File: config.mk
export PLATFORM = sky130hd
export DESIGN_NAME = resample_interp
export DESIGN_NICKNAME = d
export VERILOG_FILES = /design/src/rtl/resample_interp.sv
export SDC_FILE = /design/constraint.sdc
export NUM_CORES = 2
export LEC_CHECK = 0
export BUFFER_PORTS_ARGS = -buffer_cell sky130_fd_sc_hd__buf_4
export CAP_MARGIN = 20
export CORE_MARGIN = 1
export CORE_UTILIZATION = 55
export CTS_CLUSTER_SIZE = 25
export DETAILED_ROUTE_END_ITERATION = 8
export PLACE_DENSITY_LB_ADDON = 0.3
export RECOVER_POWER = 50
export SYNTH_ARGS = -nofsm -noshare
export SYNTH_HDL_FRONTEND = slang
export SYNTH_SLANG_ARGS = --single-unit
File: constraint.sdc
create_clock -name s00_axis_aclk -period 20 [get_ports s00_axis_aclk]
set_clock_uncertainty 0.1 [all_clocks]
set_input_delay 6 -clock s00_axis_aclk [delete_from_list [all_inputs] [get_ports s00_axis_aclk]]
set_output_delay 6 -clock s00_axis_aclk [all_outputs]
set_load 0.03 [all_outputs]
File: src/rtl/resample_interp.sv
// Fractional-rate multi-channel downsampler with zero-order-hold or linear
// interpolation and a four-stage AXI-Stream pipeline.
module resample_interp #(
  parameter int RATE_IN      = 122_880,
  parameter int RATE_OUT     = 20_000,
  parameter int NUM_CH       = 2,
  parameter int SAMPLE_WIDTH = 16,
  parameter int FRAC_BITS    = 12,
  parameter int MODE         = 1
) (
  input  logic                           s00_axis_aclk,
  input  logic                           s00_axis_areset,
  input  logic                           phase_clear,
  input  logic                           s00_axis_tvalid,
  input  logic [NUM_CH*SAMPLE_WIDTH-1:0] s00_axis_tdata,
  output logic                           s00_axis_tready,
  input  logic                           m00_axis_tready,
  output logic                           m00_axis_tvalid,
  output logic [NUM_CH*SAMPLE_WIDTH-1:0] m00_axis_tdata
);

  localparam int AW  = $clog2(RATE_IN + RATE_OUT) + 1;
  localparam int DW  = NUM_CH * SAMPLE_WIDTH;
  localparam int MW  = FRAC_BITS + 1;
  localparam int RW  = FRAC_BITS + 26;
  localparam int PW  = AW + RW;
  localparam int DFW = SAMPLE_WIDTH + 1;
  localparam int PRW = SAMPLE_WIDTH + FRAC_BITS + 2;
  localparam int MSW = MW + 1;

  localparam logic [RW-1:0] RECIP =
    RW'((64'd1 << (FRAC_BITS + 24)) / 64'(RATE_OUT) + 64'd1);
  localparam logic [AW-1:0] RIN    = AW'(RATE_IN);
  localparam logic [AW-1:0] ROUT   = AW'(RATE_OUT);
  localparam logic [MW-1:0] MU_MAX = MW'(1) << FRAC_BITS;

  logic en;
  logic take;

  assign en              = ~m00_axis_tvalid | m00_axis_tready;
  assign s00_axis_tready = en;
  assign take            = s00_axis_tvalid & en;

  // S0: phase accumulator; a same-cycle clear acts before the beat
  logic [AW-1:0] acc, acc_base, sum, rem;
  logic [DW-1:0] prev, prev_base;
  logic          hit;

  always_comb begin
    acc_base  = phase_clear ? '0 : acc;
    prev_base = phase_clear ? '0 : prev;
    sum       = acc_base + ROUT;
    hit       = (sum >= RIN);
    rem       = hit ? sum - RIN : sum;
  end

  logic          v1;
  logic [AW-1:0] r1;
  logic [DW-1:0] cur1, prev1;

  always_ff @(posedge s00_axis_aclk or posedge s00_axis_areset) begin
    if (s00_axis_areset) begin
      acc   <= '0;
      prev  <= '0;
      v1    <= 1'b0;
      r1    <= '0;
      cur1  <= '0;
      prev1 <= '0;
    end else begin
      if (take) begin
        acc  <= rem;
        prev <= s00_axis_tdata;
      end else if (phase_clear) begin
        acc  <= '0;
        prev <= '0;
      end
      if (en) begin
        v1    <= take & hit;
        r1    <= rem;
        cur1  <= s00_axis_tdata;
        prev1 <= prev_base;
      end
    end
  end

  // S1: mu = (RATE_OUT - r) / RATE_OUT via reciprocal multiply
  logic [AW-1:0] num;
  logic [PW-1:0] mu_prod, mu_raw;
  logic [MW-1:0] mu;

  always_comb begin
    num     = ROUT - r1;
    mu_prod = PW'(num) * PW'(RECIP);
    mu_raw  = mu_prod >> 24;
    mu      = (mu_raw > PW'(MU_MAX)) ? MU_MAX : mu_raw[MW-1:0];
  end

  logic          v2;
  logic [MW-1:0] mu2;
  logic [DW-1:0] cur2, prev2;

  always_ff @(posedge s00_axis_aclk or posedge s00_axis_areset) begin
    if (s00_axis_areset) begin
      v2    <= 1'b0;
      mu2   <= '0;
      cur2  <= '0;
      prev2 <= '0;
    end else if (en) begin
      v2    <= v1;
      mu2   <= mu;
      cur2  <= cur1;
      prev2 <= prev1;
    end
  end

  // S2: per-channel interpolation, floor shift keeps y between prev and cur
  logic [DW-1:0] ybus;

  for (genvar c = 0; c < NUM_CH; c++) begin : g_ch
    logic signed [SAMPLE_WIDTH-1:0] cs, ps, yi;
    logic signed [DFW-1:0]          diff;
    logic signed [PRW-1:0]          prod;

    assign cs   = cur2[c*SAMPLE_WIDTH +: SAMPLE_WIDTH];
    assign ps   = prev2[c*SAMPLE_WIDTH +: SAMPLE_WIDTH];
    assign diff = DFW'(cs) - DFW'(ps);
    assign prod = PRW'(diff) * PRW'($signed(MSW'(mu2)));
    assign yi   = SAMPLE_WIDTH'(PRW'(ps) + (prod >>> FRAC_BITS));

    assign ybus[c*SAMPLE_WIDTH +: SAMPLE_WIDTH] = (MODE == 0) ? cs : yi;
  end

  // S3: output register, frozen while downstream stalls
  always_ff @(posedge s00_axis_aclk or posedge s00_axis_areset) begin
    if (s00_axis_areset) begin
      m00_axis_tvalid <= 1'b0;
      m00_axis_tdata  <= '0;
    end else if (en) begin
      m00_axis_tvalid <= v2;
      if (v2) m00_axis_tdata <= ybus;
    end
  end

endmodule

* Word-level counts from Yosys, hierarchy flattened
Index checks and enable logic that the tools add are counted.
** Cells by class
- Equal/unequal tests :: 0
- $lt $le $gt $ge :: 2
- $add $sub $neg :: 7
- Reductions and logical operators :: 1
- Shift operators :: 0
- Multipliers :: 3
- Mux-type cells :: 6
- Divide/modulo/power cells :: 0
- Bitwise logic cells :: 4
** Operators with widths (number)
- 32-bit two-way mux :: 2
- 19-bit two-way mux :: 3
- 17-bit by 14-bit multiplier with 28-bit output :: 2
- 19-bit by 21-bit multiplier with 40-bit output (second input constant) :: 1
- 16-bit by 16-bit subtractor with 17-bit output :: 2
- 16-bit adder :: 2
- 19-bit by 15-bit adder with 19-bit output (second input constant) :: 1
- 19-bit by 17-bit >= comparator with 1-bit output (second input constant) :: 1
- 15-bit by 19-bit subtractor with 19-bit output (first input constant) :: 1
- 19-bit by 17-bit subtractor with 19-bit output (second input constant) :: 1
- 17-bit by 13-bit greater-than comparator with 1-bit output (second input constant) :: 1
- 13-bit two-way mux :: 1
- 1-bit AND :: 2
- 2-bit AND reduction :: 1
- 1-bit NOT :: 1
- 1-bit bitwise OR :: 1
** Storage, ports and cells
- Output and inout port bits :: 34
- Bits in read-only memories :: 0
- Register bits after elaboration :: 246
- Memories kept :: 0
- Word-level logic and storage cells :: 35
- Bits in writable memories :: 0
- Latch bits :: 0

* Longest topological paths before layout
- Depth after elaboration :: 5
- Mapped depth :: 45
- Mapped depth without buffers :: 44

* Worst setup path before layout
No wires, ideal clock.
- Path type :: input-to-output
- From :: input m00_axis_tready
- To :: output s00_axis_tready
- Arrival time :: 6.919 ns
- Stages on the path :: 4
- Slack :: 6.981 ns
- Path through :: nor2b_1 > clkinv_1 > clkbuf_1 > buf_1
** On the way
- Cells in the longest elaborated chain, start to end :: 1
** RTL lines
- from (decl) :: line 17 : input logic m00_axis_tready,
- 1-bit bitwise OR :: line 40 : assign en = ~m00_axis_tvalid | m00_axis_tready;
- to (decl) :: line 16 : output logic s00_axis_tready,
Every way passes these cells.

* Worst setup path after layout
Same ends and word-level chain as after synthesis.

==> metrics.yaml <==
worst_setup_path:
  critPathArrivalTime_ns: 9.45
  critical_path_class: "input pin to output port"
  worstSetupStartpointType: "input pin"
  cp_max_fo: 70
  required_ns: 13.90
  end_kind: "output port"
  worstRegToRegCells: 44
synthesis:
  ys.warnings.count: 0
  yosysMostFrequentCell: "inv_1"
  synth_area_leaders: "fa_1, dfrtp_1, ha_1, inv_1, nand2_1"
  ys_seq_area_frac: 0.179
  ys_ff_latch: 246
  async_flop_share: 1.00
  synthDistinctLibCells: 80
  synthTopCellsByCount: "inv_1, nand2_1, fa_1"
  synth_area_per_cell_um2: 9.00
  synth_nets: 4761
  synth-main-ff-cell: "dfrtp_1"
  netlist.area_leader.share: 0.311
  synthCells: 3820
  netlist_area_um2: 34400
  synth_largest_area_cell: "fa_1"
  synth-edff-count: 0
final_layout:
  seq_area_um2: 6160
  antennaDiodeCount: 0
  multi_input_comb_area_um2: 24700
  area_growth_pct: 6.31
  fillers: 5543
  drive_gt1_frac: 0.0417
  final_nets: 4763
clock_tree:
  clockBufferDepth: 3
  cts_inserted_buffers: 28
  cts_setup_buffers: 0
  post_cts_resized: 0
  clkSinkCount: 246
  root_buffer: "clkbuf_16"
  cts_hold_buf: 0
  clk_pin_slew_ns: 0.06
  cts_tree: "yes"
  h-tree-depth: 1
  clkLatencyLatePin_ns: 0.59
run_status:
  violations: "max-capacitance violations, max-slew violations"
  status: "finished with violations"
place:
  portBuffers: 70
  gp_congestion: 0.921
  hpwl_um: 62000
detailed_routing:
  wire_per_inst_um: 16.8
  drtIter0Drc: 1382
  wirelength_um: 78400
  vias: 24600
  ant_nets: 0
  dr.pass1.iters: 7
  viasPerCell: 5.27
  drc: 0
timing:
  hold_viol: 0
  finalSetupViolCount: 0
  max_freq_mhz: 64.3
  slew_violations: 302
  tightest_slew_ns: 5.62
  rsz0062_at_grt: "no"
  final.setup.tns_ns: 0
  slew_headroom: -2.76
  period_share: 0.777
  fin_crit_ns: 15.55
die:
  start_util: 0.557
  die_x_um: 252
  core_area_um2: 61700
  die-area_um2: 63500
  ios: 71
  rows: 91
  die_h_um: 252
worst_hold_path:
  hp-class: "flip-flop to flip-flop"
  holdPathStages: 2
global_route:
  grt.total_usage: 0.259
  grt_pass1_wl_um: 131000
  antenna_found_initial: 0
  grt_max_degree: 130
  grt_pass1_vias: 25100
  grt-ovfl-total: 0
flow_run:
  cap_violations: 4
-- metrics by stage --
step	hold slack, ns	worst slack (ns)	instance area [um^2]	std cells	util
finish	0.364	4.45	36500	4677	0.592
global placement	0.350	6.40	35800	4628	0.580
floorplan	0.339	6.98	34400	3820	-
CTS	0.368	6.41	36700	4677	0.595
global route	0.387	4.07	36500	4677	0.592
detailed placement	0.355	6.40	35800	4629	0.580
-- flip-flops by register name, summed over array words and instances (netlist names) --
signal	count
cur1	32
cur2	32
m00_axis_tdata	32
prev1	32
prev2	32
prev	32
acc	19
r1	19
mu2	13
m00_axis_tvalid	1
v1	1
v2	1
-- kinds of logic after synthesis --
kind of cell               count (synthesis)  share of synthesized area
muxes                                     11                    0.00339
adders and majority gates                904                      0.446
xor gates and xnor gates                 165                     0.0428
and+or+nand+nor                         1149                      0.153
AOI/OAI and AO/OA                        408                     0.0732
buffers and inverters                    937                      0.102
DFF                                      246                      0.179
-- cell usage in the layout, fill, tap and decap left out, types with 13 or more instances in the layout --
cell and count:
o21ai_0 172, buf_4 75, nor2_1 105, inv_1 792
nand2b_1 27, clkbuf_16 28, xnor2_1 112, nand2_1 651
a21oi_1 76, o21a_1 18, nor3_1 42, xor2_1 47
nor2b_1 57, o21ai_1 13, dfrtp_1 244, fa_1 534
ha_1 370, a211oi_1 16, clkbuf_1 41, nand3_1 33
a21o_1 27, o21bai_1 14, and2_1 161
-- path summary, 6_finish.rpt --
| check | startpoint | to | slack, ns |
|---|---|---|---|
| worst max-delay path | m00_axis_tready | s00_axis_tready | 4.45 |
| worst min-delay path | cur1[31]$_DFFE_PP0N_ | cur1[31]$_DFFE_PP0N_ | 0.36 |
| worst max register to register | cur2[16]$_DFFE_PP0N_ | m00_axis_tdata[31]$_DFFE_PP0P_ | 9.27 |
| worst min register to register | cur1[31]$_DFFE_PP0N_ | cur1[31]$_DFFE_PP0N_ | 0.36 |
| max in group asynchronous | s00_axis_areset | m00_axis_tdata[27]$_DFFE_PP0P_ | 7.81 |
| min in group asynchronous | s00_axis_areset | prev[9]$_DFF_PP0_ | 7.11 |
-- worst max-delay path, cell delays in order --
cell	delay, ns
clkbuf_4	0.10
nor2b_1	0.09
clkbuf_1	1.93
inv_4	0.87
buf_4	0.43
-- layout make-up --
| cell class | count | share of cell area |
|---|---|---|
| clock buffers | 32 | 0.0196 |
| clock inverters | 16 | 0.00445 |
| inverters | 794 | 0.0817 |
| multi-input cells | 2637 | 0.677 |
| flip-flops and latches | 246 | 0.169 |
| well taps | 837 | 0.0287 |
| repair buffers | 115 | 0.0202 |
-- routing by layer --
metal / share of wire / global-route usage / wire length [um] / vias to the layer above
met3: 0.065 / 0.0338 / 5090 / 93
li1: - / - / - / 11700
met5: 0 / 0 / 0 / -
met4: 0.021 / 0.0558 / 1640 / 0
met2: 0.45 / 0.407 / 35300 / 650
met1: 0.46 / 0.386 / 36300 / 12200
Power is not shown: default switching activity piles up to over one toggle a cycle in this logic, so the estimate is an artifact.
